===== src/rtl/regfile_pkg.sv =====
// Shared widths, FSM state encoding and requester ids for the register-file access controller.
package regfile_pkg;

    localparam int unsigned ADDR_W  = 5;
    localparam int unsigned REG_W   = 32;
    localparam int unsigned NUM_REQ = 3;

    typedef enum logic [1:0] {
        IDLE    = 2'd0,
        ISSUE   = 2'd1,
        RD_WAIT = 2'd2,
        DONE    = 2'd3
    } state_t;

    typedef enum logic [1:0] {
        REQ_WB  = 2'd0,
        REQ_DEC = 2'd1,
        REQ_DBG = 2'd2
    } req_id_t;

endpackage


===== src/rtl/regfile_req_arbiter.sv =====
// Fixed-priority arbiter (wb > dec > dbg) with debug starvation promotion.
module regfile_req_arbiter
    import regfile_pkg::*;
#(
    parameter int unsigned STARVE_LIMIT = 4
) (
    input  logic               clk,
    input  logic               rst,
    input  logic               arb_en,
    input  logic               wb_valid,
    input  logic               dec_valid,
    input  logic               dbg_valid,
    output logic [NUM_REQ-1:0] grant_c
);

    localparam int unsigned CNT_W = (STARVE_LIMIT < 1) ? 1 : $clog2(STARVE_LIMIT + 1);

    logic [CNT_W-1:0] starve_cnt;

    // One-hot grant; debug jumps the queue once it has waited STARVE_LIMIT grants.
    always_comb begin
        grant_c = '0;
        if (arb_en) begin
            if (dbg_valid && (starve_cnt == CNT_W'(STARVE_LIMIT))) begin
                grant_c[REQ_DBG] = 1'b1;
            end else if (wb_valid) begin
                grant_c[REQ_WB] = 1'b1;
            end else if (dec_valid) begin
                grant_c[REQ_DEC] = 1'b1;
            end else if (dbg_valid) begin
                grant_c[REQ_DBG] = 1'b1;
            end
        end
    end

    // Count non-debug grants while debug waits; saturate, clear when debug is served or idle.
    always_ff @(posedge clk) begin
        if (rst) begin
            starve_cnt <= '0;
        end else if (!dbg_valid || grant_c[REQ_DBG]) begin
            starve_cnt <= '0;
        end else if ((grant_c[REQ_WB] || grant_c[REQ_DEC]) &&
                     (starve_cnt != CNT_W'(STARVE_LIMIT))) begin
            starve_cnt <= starve_cnt + 1'b1;
        end
    end

endmodule


===== src/rtl/regfile_access_ctrl.sv =====
// Serialises writeback, decode and debug accesses onto the single-op register file.
module regfile_access_ctrl #(
    parameter int unsigned RD_LAT       = 1,
    parameter int unsigned STARVE_LIMIT = 4,
    parameter int unsigned REG_W        = regfile_pkg::REG_W,
    parameter int unsigned ADDR_W       = regfile_pkg::ADDR_W
) (
    input  logic              clk,
    input  logic              rst,
    input  logic              wb_valid,
    output logic              wb_ready,
    input  logic [ADDR_W-1:0] wb_reg,
    input  logic [REG_W-1:0]  wb_val,
    input  logic              dec_valid,
    output logic              dec_ready,
    input  logic [ADDR_W-1:0] dec_reg_1,
    input  logic [ADDR_W-1:0] dec_reg_2,
    output logic              dec_rvalid,
    output logic [REG_W-1:0]  dec_data_1,
    output logic [REG_W-1:0]  dec_data_2,
    input  logic              dbg_valid,
    output logic              dbg_ready,
    input  logic              dbg_we,
    input  logic [ADDR_W-1:0] dbg_reg,
    input  logic [REG_W-1:0]  dbg_wval,
    output logic              dbg_rvalid,
    output logic [REG_W-1:0]  dbg_rdata,
    output logic              rf_en,
    output logic              rf_op,
    output logic [ADDR_W-1:0] rf_reg_num_1,
    output logic [ADDR_W-1:0] rf_reg_num_2,
    output logic [ADDR_W-1:0] rf_reg_num,
    output logic [REG_W-1:0]  rf_val,
    input  logic [REG_W-1:0]  rf_reg_1,
    input  logic [REG_W-1:0]  rf_reg_2
);

    import regfile_pkg::*;

    localparam int unsigned LAT_W = (RD_LAT < 2) ? 1 : $clog2(RD_LAT);

    state_t             state;
    state_t             state_nxt;
    logic [NUM_REQ-1:0] grant_c;
    logic               arb_en_c;
    logic               accept_c;
    req_id_t            hold_id;
    logic               hold_we;
    logic [LAT_W-1:0]   lat_cnt;
    logic [LAT_W-1:0]   lat_cnt_nxt;
    logic               rf_en_nxt;
    logic               dec_rvalid_nxt;
    logic               dbg_rvalid_nxt;

    req_id_t            sel_id_c;
    logic               sel_we_c;
    logic [ADDR_W-1:0]  sel_wreg_c;
    logic [REG_W-1:0]   sel_val_c;
    logic [ADDR_W-1:0]  sel_r1_c;
    logic [ADDR_W-1:0]  sel_r2_c;

    assign arb_en_c = (state == IDLE) && !rst;

    regfile_req_arbiter #(
        .STARVE_LIMIT (STARVE_LIMIT)
    ) u_arb (
        .clk       (clk),
        .rst       (rst),
        .arb_en    (arb_en_c),
        .wb_valid  (wb_valid),
        .dec_valid (dec_valid),
        .dbg_valid (dbg_valid),
        .grant_c   (grant_c)
    );

    assign wb_ready  = grant_c[REQ_WB];
    assign dec_ready = grant_c[REQ_DEC];
    assign dbg_ready = grant_c[REQ_DBG];
    assign accept_c  = |grant_c;

    // Pick the granted requester's operation fields.
    always_comb begin
        sel_id_c   = REQ_WB;
        sel_we_c   = 1'b0;
        sel_wreg_c = '0;
        sel_val_c  = '0;
        sel_r1_c   = '0;
        sel_r2_c   = '0;
        if (grant_c[REQ_WB]) begin
            sel_id_c   = REQ_WB;
            sel_we_c   = 1'b1;
            sel_wreg_c = wb_reg;
            sel_val_c  = wb_val;
        end else if (grant_c[REQ_DEC]) begin
            sel_id_c   = REQ_DEC;
            sel_r1_c   = dec_reg_1;
            sel_r2_c   = dec_reg_2;
        end else if (grant_c[REQ_DBG]) begin
            sel_id_c   = REQ_DBG;
            sel_we_c   = dbg_we;
            sel_wreg_c = dbg_reg;
            sel_val_c  = dbg_wval;
            sel_r1_c   = dbg_reg;
            sel_r2_c   = dbg_reg;
        end
    end

    // Next-state and next-cycle strobes for the access sequencer.
    always_comb begin
        state_nxt      = state;
        lat_cnt_nxt    = lat_cnt;
        rf_en_nxt      = 1'b0;
        dec_rvalid_nxt = 1'b0;
        dbg_rvalid_nxt = 1'b0;
        case (state)
            IDLE: begin
                if (accept_c) begin
                    state_nxt = ISSUE;
                    rf_en_nxt = !(sel_we_c && (sel_wreg_c == '0));
                end
            end
            ISSUE: begin
                lat_cnt_nxt = '0;
                state_nxt   = hold_we ? IDLE : RD_WAIT;
            end
            RD_WAIT: begin
                if (lat_cnt == LAT_W'(RD_LAT - 1)) begin
                    state_nxt      = DONE;
                    dec_rvalid_nxt = (hold_id == REQ_DEC);
                    dbg_rvalid_nxt = (hold_id == REQ_DBG);
                end else begin
                    lat_cnt_nxt = lat_cnt + 1'b1;
                end
            end
            DONE: begin
                state_nxt = IDLE;
            end
            default: begin
                state_nxt = IDLE;
            end
        endcase
    end

    // State register.
    always_ff @(posedge clk) begin
        if (rst) begin
            state   <= IDLE;
            lat_cnt <= '0;
        end else begin
            state   <= state_nxt;
            lat_cnt <= lat_cnt_nxt;
        end
    end

    // Holding registers, register-file drive and read-data return.
    always_ff @(posedge clk) begin
        if (rst) begin
            hold_id      <= REQ_WB;
            hold_we      <= 1'b0;
            rf_en        <= 1'b0;
            rf_op        <= 1'b0;
            rf_reg_num_1 <= '0;
            rf_reg_num_2 <= '0;
            rf_reg_num   <= '0;
            rf_val       <= '0;
            dec_rvalid   <= 1'b0;
            dec_data_1   <= '0;
            dec_data_2   <= '0;
            dbg_rvalid   <= 1'b0;
            dbg_rdata    <= '0;
        end else begin
            rf_en      <= rf_en_nxt;
            dec_rvalid <= dec_rvalid_nxt;
            dbg_rvalid <= dbg_rvalid_nxt;
            if (accept_c) begin
                hold_id <= sel_id_c;
                hold_we <= sel_we_c;
            end
            // A suppressed x0 write leaves the rf_* bus untouched.
            if (accept_c && rf_en_nxt) begin
                rf_op <= sel_we_c;
                if (sel_we_c) begin
                    rf_reg_num <= sel_wreg_c;
                    rf_val     <= sel_val_c;
                end else begin
                    rf_reg_num_1 <= sel_r1_c;
                    rf_reg_num_2 <= sel_r2_c;
                end
            end
            if (dec_rvalid_nxt) begin
                dec_data_1 <= rf_reg_1;
                dec_data_2 <= rf_reg_2;
            end
            if (dbg_rvalid_nxt) begin
                dbg_rdata <= rf_reg_1;
            end
        end
    end

endmodule


===== config.mk =====
export PLATFORM = sky130hd
export DESIGN_NAME = regfile_access_ctrl
export DESIGN_NICKNAME = d
export VERILOG_FILES = /design/src/rtl/regfile_pkg.sv /design/src/rtl/regfile_req_arbiter.sv /design/src/rtl/regfile_access_ctrl.sv
export SDC_FILE = /design/constraint.sdc
export NUM_CORES = 1
export LEC_CHECK = 0
export CORE_UTILIZATION = 44
export CTS_BUF_LIST = sky130_fd_sc_hd__clkbuf_8 sky130_fd_sc_hd__clkbuf_16
export DETAILED_ROUTE_END_ITERATION = 8
export PLACE_DENSITY = 0.87
export SLEW_MARGIN = 40
export SYNTH_ARGS = -nofsm -noshare
export SYNTH_HDL_FRONTEND = slang
export SYNTH_HIERARCHICAL = 1
export SYNTH_SLANG_ARGS = --single-unit

===== constraint.sdc =====
create_clock -name clk -period 4.1 [get_ports clk]
set_clock_uncertainty 0.1 [all_clocks]
set_input_delay 0.41 -clock clk [delete_from_list [all_inputs] [get_ports clk]]
set_output_delay 0.41 -clock clk [all_outputs]
set_load 0.01 [all_outputs]

==> results.yml <==
yosys:
  netlist_area_sq_um: 6120
  avgSynthCellArea_sq_um: 8.53
  synth-seq-cells: 155
  synth_cell_types: 43
  syn_nets: 874
  yosysWarnings: 6
  syn_inst: 718
  yosysSeqAreaShare: 0.507
clock_network:
  clock-sinks: 155
  clk_latency_ps: 420
  clkSlewWorstSetupHoldPaths_ps: 60
  cts_setup_buffers: 0
  cts_buffers: 17
  max-clock-path-buffers: 2
  h-tree-depth: 4
  ctsHoldBuffers: 0
  cts_tree: "built"
  root_buffer: "clkbuf_16"
  cts_resized: 0
routing:
  postRouteAntennaNets: 0
  drt_first_iter_violations: 511
  drt_first_pass_iters: 5
  viasPerCell: 5.43
  drc: 0
  vias: 6423
  wl_mm: 20.5
  avgRoutedWirePerCell_microns: 17.3
power:
  p_switching_mw: 0.918
  pwr-share-comb: 0.155
  leakage_nw: 3.32
  p_clk_frac: 0.417
  peakVddDrop_v: 0.000344
  pwr_density_cell_nw_per_um2: 382
  seqPwrFrac: 0.428
  internal_power_mw: 2.83
  p_sw_frac: 0.245
finish:
  regArea_sq_um: 3100
  area_growth_pct: 60.4
  nets: 1149
  utilization: 0.733
  n_antenna_cell: 0
  fillers: 965
  multi_input_area_sq_um: 2620
  drive_above_1_share: 0.0765
sta:
  period_share: 0.782
  worst_pin_slew_ps: 720
  tns_ps: 0
  period_needed_ps: 3210
  final.setup.worst_slack_ps: 893
  finalHoldViolations: 0
  fmax_mhz: 312
  rsz0062_at_grt: "no"
  relSlewSlack: 0.520
  final_max_slew_viol_count: 0
  finalSetupViolCount: 0
worst_setup_path:
  crit_chain: "inv_1 -> ha_1 -> nand3_1 -> and3_2 -> buf_4 -> clkdlybuf4s50_1"
  cp_slowest_cell: "clkdlybuf4s50_1"
  worstPathArrival_ps: 2700
  critPathLaunch: "u_arb/starve_cnt[0]$_SDFFE_PP0P_"
  path_delay_family: "buffers and inverters"
  critical_path_class: "reg2out"
  cp_max_fo: 26
  start_kind: "flop"
  required_ps: 3590
  critPathCaptureType: "output pin"
  critical_path_buf_inv_count: 3
  cpPeakStageDelay_ps: 610
  r2r_start: "u_arb/starve_cnt[0]$_SDFFE_PP0P_"
placement:
  dp_slack_ps: 797
  gp_congestion: 0.815
  post-dp-hpwl_mm: 13.8
  io_buffers: 303
grt:
  grt_max_degree: 87
  track_usage: 0.283
  grt_pass1_wl_mm: 31.6
  grt_pass1_vias: 6158
  grt-ovfl-total: 0
  antenna_found_initial: 0
min_path:
  hold_path_class: "in2reg"
  hp-start: "rst"
floorplanning:
  die_x_microns: 120
  dieArea_sq_um: 14400
  core-area_sq_um: 13400
  fp.dieH_microns: 120
  initial_core_util: 0.457
  rows: 42
  io_pins: 304
status:
  status: "completed"
flow_run:
  max_cap_violations: 0
metrics by stage:
step                      area, sq um  instances  total power, mW  hold slack [ps]
final                            9820       1182             3.75              327
after floorplan                  6120        718             1.88              362
after detailed placement         9230       1150             2.21              346
after global routing             9820       1182             3.88              320
after CTS                        9820       1182             3.76              313
after global placement           9220       1149             2.20              341
flip-flops by register name, summed over array words and instances (netlist names), 3 cells and up, named ones only:
register	cells
rf_val	32
dec_data_1	32
rf_reg_num_1	5
rf_reg_num	5
dbg_rdata	32
u_arb/starve_cnt	3
dec_data_2	32
rf_reg_num_2	5
power groups by stage:
stage	clock (mW)	combinational [mW]	sequential (mW)
after floorplan	0	0.227	1.66
after global placement	0	0.563	1.63
after detailed placement	0	0.573	1.64
after CTS	1.58	0.580	1.60
after global routing	1.65	0.621	1.61
final	1.56	0.580	1.60
routing by layer:
metal | part of all wire | GRT usage | up-vias
li1 | - | - | 3033
met1 | 0.40 | 0.328 | 3057
met2 | 0.49 | 0.476 | 273
met3 | 0.066 | 0.0756 | 60
met4 | 0.041 | 0.146 | 0
met5 | 0 | 0 | -
worst reg2reg max path: stages, from the launching register on:
cell,delay [ps]
dfxtp_1,360
inv_1,70
ha_1,230
nand3_1,110
and3_2,500
nand4bb_1,300
a21boi_0,470
a41o_1,240
buf_4,420
a221oi_1,210
path summary, 6_finish.rpt:
kind	to	cells after the start	slack (ps)
worst max-delay path	wb_ready	6	890
worst max register to register	rf_val[7]$_SDFFE_PP0P_	9	930
worst min-delay path	rf_en$_SDFF_PP0_	4	330
worst min register to register	dec_data_1[27]$_SDFFE_PP0P_	2	350
layout make-up:
| type | count | share of cell area |
|---|---|---|
| Sequential cell | 155 | 0.316 |
| Clock buffer | 20 | 0.0475 |
| Timing Repair Buffer | 319 | 0.321 |
| Tap cell | 176 | 0.0224 |
| Clock inverter | 12 | 0.0124 |
| Multi-Input combinational cell | 463 | 0.266 |
| Inverter | 37 | 0.0141 |
cells by family after synthesis:
group	synth area share
adders and majority gates	0.00409
and+or+nand+nor	0.181
DFF	0.507
AOI/OAI and AO/OA	0.239
buffers and inverters	0.0691
synthesized netlist by cell type (all sizes together):
cell	n	area [sq um]
o211a	1	10.0
nand3	3	15.0
and4b	1	11.3
or2b	2	15.0
a21boi	3	22.5
dfxtp	155	3100
clkbuf	42	158
nand2b	6	37.5
inv	37	139
nand4	1	6.26
a21oi	103	515
buf	21	126
and3	1	7.51
nand3b	4	30.0
a41o	1	10.0
o32ai	1	8.76
nand4bb	2	22.5
a31oi	2	12.5
a2bb2oi	1	15.0
o22ai	1	12.5
nor2	20	75.1
o21a	2	15.0
or2	1	6.26
a21o	1	7.51
nand4b	1	8.76
nor2b	3	18.8
a311oi	8	70.1
a22oi	3	22.5
nand2	201	754
or4	1	11.3
a221oi	67	699
nor3	8	40.0
and3b	1	8.76
ha	2	25.0
a211oi	2	15.0
nor3b	5	37.5
o21ai	2	10.0
o21ba	2	20.0
cells in the final DEF (no fill, tap or decap), drive strengths merged, types with 3 or more instances in the layout:
cell and count:
a21oi 103, nor3 8, nor2 20, a22oi 3, nand2 201, a21boi 3, clkinv 5, buf 17
inv 41, dfxtp 155, clkdlybuf4s50 302, nand2b 6, a311oi 8, clkbuf 20, nor2b 3, nor3b 5
nand3b 4, a221oi 67, nand3 3
Note: power is estimated with default switching activity, not from simulation.
